[src/rtl/psm_seq.sv]
// Programmable operation sequencer: captures two operands on a start edge, then
// steps through a runtime-writable table of (duration, ALU function) entries.
module psm_seq #(
  parameter  int WIDTH   = 8,
  parameter  int NUM_OPS = 3,
  parameter  int CNT_W   = 5,
  localparam int IDX_W   = (NUM_OPS > 1) ? $clog2(NUM_OPS) : 1
) (
  input  logic               clk,
  input  logic               rst,
  input  logic [WIDTH-1:0]   din1,
  input  logic [WIDTH-1:0]   din2,
  input  logic               start,
  input  logic               abort,
  input  logic               cfg_we,
  input  logic [IDX_W-1:0]   cfg_idx,
  input  logic [CNT_W-1:0]   cfg_time,
  input  logic [2:0]         cfg_func,
  output logic               ready,
  output logic               busy,
  output logic               done,
  output logic [NUM_OPS-1:0] op_onehot,
  output logic [IDX_W-1:0]   op_idx,
  output logic [WIDTH-1:0]   dout
);

  typedef enum logic [1:0] {
    S_IDLE = 2'd0,
    S_RUN  = 2'd1,
    S_DONE = 2'd2
  } state_t;

  state_t state, state_d;

  logic             start_q;
  logic             start_edge;
  logic [WIDTH-1:0] a_q, b_q;
  logic [CNT_W-1:0] cnt_q, cnt_d;
  logic [IDX_W-1:0] op_q, op_d;
  logic             capture;
  logic             cfg_accept;
  logic             last_cycle;

  logic             first_valid, next_valid;
  logic [IDX_W-1:0] first_idx, next_idx;

  logic [CNT_W-1:0] time_tbl [NUM_OPS];
  logic [2:0]       func_tbl [NUM_OPS];

  function automatic logic [CNT_W-1:0] reset_time(input int i);
    case (i)
      0:       reset_time = CNT_W'(3);
      1:       reset_time = CNT_W'(1);
      2:       reset_time = CNT_W'(8);
      default: reset_time = CNT_W'(1);
    endcase
  endfunction

  function automatic logic [2:0] reset_func(input int i);
    case (i)
      0:       reset_func = 3'd0;
      1:       reset_func = 3'd1;
      2:       reset_func = 3'd2;
      default: reset_func = 3'd0;
    endcase
  endfunction

  function automatic logic [WIDTH-1:0] alu(input logic [2:0] f,
                                           input logic [WIDTH-1:0] a,
                                           input logic [WIDTH-1:0] b);
    case (f)
      3'd0:    alu = a | b;
      3'd1:    alu = a ^ b;
      3'd2:    alu = ~(~a & b);
      3'd3:    alu = a & b;
      3'd4:    alu = a + b;
      3'd5:    alu = a - b;
      3'd6:    alu = ~a;
      default: alu = b;
    endcase
  endfunction

  assign start_edge = start & ~start_q;
  assign last_cycle = (cnt_q == time_tbl[op_q] - CNT_W'(1));
  assign cfg_accept = cfg_we && (state == S_IDLE) && !start_edge &&
                      (int'(cfg_idx) < NUM_OPS);

  // Scanning downward leaves the lowest qualifying index in each result.
  always_comb begin
    first_valid = 1'b0;
    first_idx   = '0;
    next_valid  = 1'b0;
    next_idx    = '0;
    for (int i = NUM_OPS - 1; i >= 0; i--) begin
      if (time_tbl[i] != '0) begin
        first_valid = 1'b1;
        first_idx   = IDX_W'(i);
        if (i > int'(op_q)) begin
          next_valid = 1'b1;
          next_idx   = IDX_W'(i);
        end
      end
    end
  end

  always_comb begin
    state_d = state;
    cnt_d   = cnt_q;
    op_d    = op_q;
    capture = 1'b0;
    case (state)
      S_IDLE: begin
        if (start_edge) begin
          capture = 1'b1;
          cnt_d   = '0;
          if (first_valid) begin
            state_d = S_RUN;
            op_d    = first_idx;
          end else begin
            state_d = S_DONE;
          end
        end
      end
      S_RUN: begin
        if (abort) begin
          state_d = S_IDLE;
          cnt_d   = '0;
          op_d    = '0;
        end else if (last_cycle) begin
          cnt_d = '0;
          if (next_valid) begin
            op_d = next_idx;
          end else begin
            state_d = S_DONE;
            op_d    = '0;
          end
        end else begin
          cnt_d = cnt_q + CNT_W'(1);
        end
      end
      S_DONE:  state_d = S_IDLE;
      default: state_d = S_IDLE;
    endcase
  end

  always_ff @(posedge clk) begin
    if (rst) begin
      state   <= S_IDLE;
      start_q <= 1'b0;
      a_q     <= '0;
      b_q     <= '0;
      cnt_q   <= '0;
      op_q    <= '0;
    end else begin
      state   <= state_d;
      start_q <= start;
      cnt_q   <= cnt_d;
      op_q    <= op_d;
      if (capture) begin
        a_q <= din1;
        b_q <= din2;
      end
    end
  end

  // Table only changes while idle, so a run always sees a stable program.
  always_ff @(posedge clk) begin
    if (rst) begin
      for (int i = 0; i < NUM_OPS; i++) begin
        time_tbl[i] <= reset_time(i);
        func_tbl[i] <= reset_func(i);
      end
    end else if (cfg_accept) begin
      time_tbl[cfg_idx] <= cfg_time;
      func_tbl[cfg_idx] <= cfg_func;
    end
  end

  always_comb begin
    ready     = (state == S_IDLE);
    busy      = (state == S_RUN);
    done      = (state == S_DONE);
    op_onehot = '0;
    op_idx    = '0;
    dout      = '0;
    if (state == S_RUN) begin
      op_onehot[op_q] = 1'b1;
      op_idx          = op_q;
      dout            = alu(func_tbl[op_q], a_q, b_q);
    end
  end

endmodule

[config.mk]
export PLATFORM = sky130hd
export DESIGN_NAME = psm_seq
export DESIGN_NICKNAME = d
export VERILOG_FILES = /design/src/rtl/psm_seq.sv
export SDC_FILE = /design/constraint.sdc
export NUM_CORES = 1
export LEC_CHECK = 0
export ABC_CLOCK_PERIOD_IN_PS = 5200
export CORE_MARGIN = 2
export CORE_UTILIZATION = 50
export DETAILED_ROUTE_END_ITERATION = 6
export GPL_ROUTABILITY_DRIVEN = 0
export PLACE_DENSITY_LB_ADDON = 0.15
export SLEW_MARGIN = 40
export SYNTH_ARGS = -nofsm -noshare
export SYNTH_HDL_FRONTEND = slang
export SYNTH_SLANG_ARGS = --single-unit
export TNS_END_PERCENT = 5
[constraint.sdc]
create_clock -name clk -period 5.2 [get_ports clk]
set_clock_uncertainty 0.1 [all_clocks]
set_input_delay 0.78 -clock clk [delete_from_list [all_inputs] [get_ports clk]]
set_output_delay 0.78 -clock clk [all_outputs]
set_load 0.005 [all_outputs]
* After elaboration in Yosys (flattened, before gate mapping) *
Memories as Yosys holds them, arrays and structs flattened. A register that Yosys moved wholly into a read port is not among the register bits.
Index checks and enable logic that the tools add are counted.

operators by class
  $add $sub $neg = 4
  $lt $le $gt $ge = 5
  equal/unequal tests = 13
  muxes and demuxes = 59
  bitwise operators = 8
  reductions and logical operators = 16

operator list
  operator             number
  $pmux 8 s7           1
  $mux 2               24
  $mux 5               7
  $mux 1               17
  $and 8x8->8          2
  $not 8->8            2
  $mux 3               5
  $reduce_bool 5->1    3
  $pmux 5 s2           1
  $eq 3x3->1 const B   3
  $add 8x8->8          1
  $mux 8               1
  $or 8x8->8           1
  $pmux 2 s2           2
  $sub 8x8->8          1
  $xor 8x8->8          1
  $eq 3x2->1 const B   2
  $add 5x1->5 const B  1
  $eq 5x5->1           1
  $reduce_or 5->1      1
  $sub 5x1->5 const B  1
  $logic_and 1x1->1    4
  $ne 2x1->1 const B   2
  $reduce_and 4->1     1
  20 further kinds     20

word-level totals
  flip-flop bits (word level) = 26
  memory bits (writable) = 24
  output and inout bits = 16
  word-level logic and storage cells = 113
  memories kept = 2

memory list
  memory    depth  bits a word  read ports  clocked after Yosys merged registers in  wr ports  RTL line  text
  time_tbl  3      5            4           1                                        3         47        logic [CNT_W-1:0] time_tbl [NUM_OPS];
  func_tbl  3      3            1           1                                        3         48        logic [2:0] func_tbl [NUM_OPS];

* Logic depth before layout (Yosys ltp) *
  depth after elaboration = 11
  gate-level depth with buffers = 16
  mapped depth without buffers = 14

* Worst setup path before layout *
No wires, ideal clock.

  path type = reg-to-output
  start = register with a tool-made name
  end = output port dout[5]
  arrival = 3.420 ns
  data required time = 4.320 ns
  path slack = 0.900 ns
  stages on the path, launching flop included = 16
  cells stage by stage = dfxtp_1 buf_6 mux4_1 clkbuf_1 nand2b_1 or2_2 o21ai_0 inv_1 ha_1 nor2b_1 o21ai_0 a21boi_0 o21ai_0 a21oi_1 a311o_1 a21oi_1

RTL lines
  what           RTL line  text
  end, declared  24        output logic [WIDTH-1:0] dout

==> metrics.txt <==
# TYPE chip_impl_metric gauge
chip_impl_metric{name="seq_area_frac_synth",unit="%"} 39.3
chip_impl_metric{name="worst_ep_required_time",unit="ns"} 4.32
chip_impl_metric{name="syn_avg_cell_area",unit="um^2"} 9.51
chip_impl_metric{name="hold_path_depth",unit=""} 2
chip_impl_metric{name="routedWlPerCell",unit="um"} 15.1
chip_impl_metric{name="number_of_global_route_vias_before_repair",unit=""} 2993
chip_impl_metric{name="timing.reg2reg.setup_slack",unit="ns"} 1.89
chip_impl_metric{name="final_nets",unit=""} 528
chip_impl_info{name="dominant_combinational_cell_family_by_area_after_synthesis",value="simple AND/OR/NAND/NOR gates"} 1
chip_impl_metric{name="initial_antenna_violation_count",unit=""} 0
chip_impl_metric{name="cts_post_setup_buffers_inserted",unit=""} 0
chip_impl_metric{name="cts_buffer_depth",unit=""} 2
chip_impl_metric{name="die-area",unit="um^2"} 8460
chip_impl_metric{name="final_util",unit="%"} 62.2
chip_impl_metric{name="detailedPlacementHpwl",unit="um"} 6390
chip_impl_metric{name="route.final.wire_length",unit="um"} 8630
chip_impl_metric{name="worst-endpoint-arrival",unit="ns"} 4.03
chip_impl_metric{name="cts.clk_slew.worst_paths",unit="ns"} 0.07
chip_impl_metric{name="first_pass_grt_wire_length",unit="um"} 14400
chip_impl_metric{name="drt_first_pass_iters",unit=""} 4
chip_impl_metric{name="core.rowCount",unit=""} 32
chip_impl_metric{name="p_leak",unit="nW"} 1.78
chip_impl_info{name="whs_endpoint",value="a_q[3]"} 1
chip_impl_metric{name="filler_cell_count",unit=""} 665
chip_impl_metric{name="finalMaxSlewViolations",unit=""} 0
chip_impl_metric{name="global_route.usage.total",unit="%"} 21.8
chip_impl_metric{name="worst-slew-pin-transition",unit="ns"} 0.663
chip_impl_metric{name="synth_compound_area_share",unit="%"} 14.0
chip_impl_metric{name="synth_xor_area_share",unit="%"} 4.52
chip_impl_metric{name="power-per-cell-area",unit="nW/um^2"} 285
chip_impl_info{name="endpoint_kind",value="output port"} 1
chip_impl_metric{name="synth_cells",unit=""} 407
chip_impl_metric{name="ys_types",unit=""} 49
chip_impl_info{name="postSynth.topFlopCell",value="sky130_fd_sc_hd__edfxtp_1"} 1
chip_impl_metric{name="postSynth.asyncResetShare",unit="%"} 0
chip_impl_metric{name="flop_and_latch_count_out_of_synthesis",unit=""} 60
chip_impl_info{name="mostFrequentLayoutCell",value="sky130_fd_sc_hd__nand2_1"} 1
chip_impl_metric{name="global_route.overflow_total",unit=""} 0
chip_impl_metric{name="die_height",unit="um"} 92.0
chip_impl_metric{name="synth_enable_flop_cells",unit=""} 32
chip_impl_metric{name="cap_violations",unit=""} 0
chip_impl_metric{name="cts_hold_buf",unit=""} 0
chip_impl_info{name="cts_tree",value="done"} 1
chip_impl_info{name="grt_setup_unrepaired",value="false"} 1
chip_impl_info{name="run_status",value="finished clean"} 1
chip_impl_info{name="critical_path.startpoint_type",value="flip-flop"} 1
chip_impl_metric{name="average_vias_per_placed_instance",unit=""} 5.43
chip_impl_metric{name="drc_errors_left",unit=""} 0
chip_impl_info{name="holdCritStartpoint",value="a_q[3]"} 1
chip_impl_metric{name="synth-simple-area-share",unit="%"} 19.1
chip_impl_metric{name="ir_worst_vdd",unit="V"} 0.000199
chip_impl_metric{name="yosys_warning_count",unit=""} 0
chip_impl_metric{name="shortest_period_the_worst_path_allows",unit="ns"} 4.91
chip_impl_info{name="cts_root_buf",value="sky130_fd_sc_hd__clkbuf_8"} 1
chip_impl_info{name="critical_path_class",value="reg2out"} 1
chip_impl_metric{name="place.port_buffers",unit=""} 46
chip_impl_metric{name="worst_r2r_path_depth",unit=""} 11
chip_impl_metric{name="die_width",unit="um"} 92.0
chip_impl_metric{name="ant_nets",unit=""} 0
chip_impl_metric{name="core_area",unit="um^2"} 7610
chip_impl_metric{name="antenna_cells_inserted",unit=""} 0
chip_impl_metric{name="clkLatencyLatePin",unit="ns"} 0.34
chip_impl_metric{name="setup-tns-final",unit="ns"} 0
chip_impl_metric{name="numClockSinks",unit=""} 60
chip_impl_metric{name="grt_max_degree",unit=""} 27
chip_impl_metric{name="boundaryPins",unit=""} 47
chip_impl_metric{name="area_growth_from_synthesis_to_final_layout",unit="%"} 22.2
chip_impl_metric{name="cts_resized",unit=""} 2
chip_impl_metric{name="finalHoldViolCount",unit=""} 0
chip_impl_metric{name="initial_cell_density_of_the_core",unit="%"} 50.9
chip_impl_metric{name="fmax",unit="MHz"} 204
chip_impl_metric{name="path_max_fanout",unit=""} 5
chip_impl_metric{name="drt_first_iter_violations",unit=""} 172
chip_impl_metric{name="synthMuxAreaShare",unit="%"} 7.53
chip_impl_info{name="timing.hold.worst.class",value="reg2reg"} 1
chip_impl_metric{name="multiInputGateArea",unit="um^2"} 2240
chip_impl_metric{name="setup_violating_endpoint_count_in_the_final_report",unit=""} 0
chip_impl_info{name="leading_cell_types_in_the_layout_fill_and_taps_excluded",value="sky130_fd_sc_hd__nand2_1, sky130_fd_sc_hd__clkdlybuf4s50_1, sky130_fd_sc_hd__a21oi_1"} 1
chip_impl_metric{name="arithmetic_cell_share_of_the_synthesized_area_counting_full_adders_half_adders_and_majority_gates",unit="%"} 11.2
chip_impl_metric{name="maxSlewHeadroom",unit="%"} 55.7
chip_impl_metric{name="post_route_clock_period_utilization",unit="%"} 94.4
chip_impl_metric{name="drive_above_1_share",unit="%"} 10.0
chip_impl_metric{name="clock_buffer_count_from_cts",unit=""} 9
chip_impl_metric{name="syn-cell-area",unit="um^2"} 3870
chip_impl_metric{name="register_area",unit="um^2"} 1520
chip_impl_metric{name="h-tree-depth",unit=""} 3
chip_impl_metric{name="detailroute.via_count",unit=""} 3096
-- Yosys cell counts, drive strengths merged, types with 7 or more instances --
cell | instances | area (um^2)
mux4 | 7 | 169
nor2 | 22 | 82.6
xnor2 | 13 | 114
ha | 33 | 413
xor2 | 7 | 61.3
nand2b | 9 | 56.3
dfxtp | 28 | 561
clkbuf | 13 | 48.8
inv | 26 | 97.6
nor3b | 7 | 52.6
edfxtp | 32 | 961
nor3 | 11 | 55.1
o21ai | 17 | 85.1
nand2 | 52 | 195
mux2i | 10 | 100
and2 | 21 | 131
a21oi | 38 | 190
-- cells by family (layout without fill, tap and decap cells) --
kind of cell / count (synthesis) / count (layout)
xor+xnor: 20 / 20
other cells: 1 / 8
mux: 19 / 19
simple gates: 148 / 148
compound gates: 84 / 84
flops: 60 / 60
buf+inv: 41 / 95
fa+ha+maj: 34 / 34
-- worst max-delay path: stages, from the launching register on --
cell and delay, ns:
sky130_fd_sc_hd__dfxtp_1 0.35, sky130_fd_sc_hd__mux4_1 0.57, sky130_fd_sc_hd__nand2b_4 0.19, sky130_fd_sc_hd__or2_2 0.30, sky130_fd_sc_hd__o21ai_2 0.16, sky130_fd_sc_hd__inv_1 0.06
sky130_fd_sc_hd__ha_1 0.26, sky130_fd_sc_hd__nor2b_1 0.12, sky130_fd_sc_hd__o21ai_0 0.21, sky130_fd_sc_hd__a21boi_0 0.20, sky130_fd_sc_hd__o21ai_2 0.19, sky130_fd_sc_hd__a21oi_1 0.09
sky130_fd_sc_hd__a311o_1 0.32, sky130_fd_sc_hd__a21oi_1 0.16, sky130_fd_sc_hd__clkdlybuf4s50_1 0.51
-- state kept, by name, indices dropped and copies added (netlist names), named ones only --
name / cells
b_q: 8
start_q: 1
op_q: 2
cnt_q: 5
func_tbl: 12
time_tbl: 20
a_q: 8
state: 2
-- per-layer routing --
| layer | share of wire, % | wire length (um) | vias up | track usage [%] |
|---|---|---|---|---|
| met5 | 0 | 0 | - | 0 |
| met1 | 46 | 4000 | 1454 | 28.2 |
| met2 | 47 | 4080 | 75 | 35.6 |
| met4 | 1.7 | 144 | 0 | 7.46 |
| met3 | 4.6 | 397 | 17 | 5.59 |
| li1 | - | - | 1550 | - |
-- stage by stage --
stage               power [W]  hold slack, ns  instance area, um^2  setup slack, ns  instances
floorplan            0.000743           0.366                 3900            0.900        414
global placement     0.000830           0.387                 4480            0.442        554
detailed placement   0.000837           0.390                 4480            0.277        554
CTS                   0.00135           0.401                 4720           0.0294        570
global route          0.00142           0.431                 4730           0.0628        570
finish                0.00135           0.403                 4730            0.293        570
-- worst max path at each step --
| stage | start | end | cells past startpoint |
|---|---|---|---|
| 2_1_floorplan | flip-flop | dout[5] | 15 |
| 3_3_place_gp | flip-flop | dout[5] | 14 |
| 3_5_place_dp | flip-flop | dout[5] | 14 |
| 4_1_cts | flip-flop | dout[5] | 14 |
| 5_1_grt | flip-flop | dout[5] | 14 |
| 6_report | flip-flop | dout[5] | 14 |
-- power breakdown --
group	internal [W]	leakage, nW	switching (W)
Combinational	0.000139	1.12	0.000149
Clock	0.000319	0.117	0.000195
Sequential	0.000523	0.536	0.0000230
-- cell type report --
type                            count  area share (%)
Clock buffer                       10            2.70
Clock inverter                      6            2.35
Inverter                           26            2.06
Multi-Input combinational cell    313            47.3
Sequential cell                    60            32.2
Tap cell                          102            2.70
Timing Repair Buffer               53            10.7
Note: power is estimated with default switching activity, not from simulation.
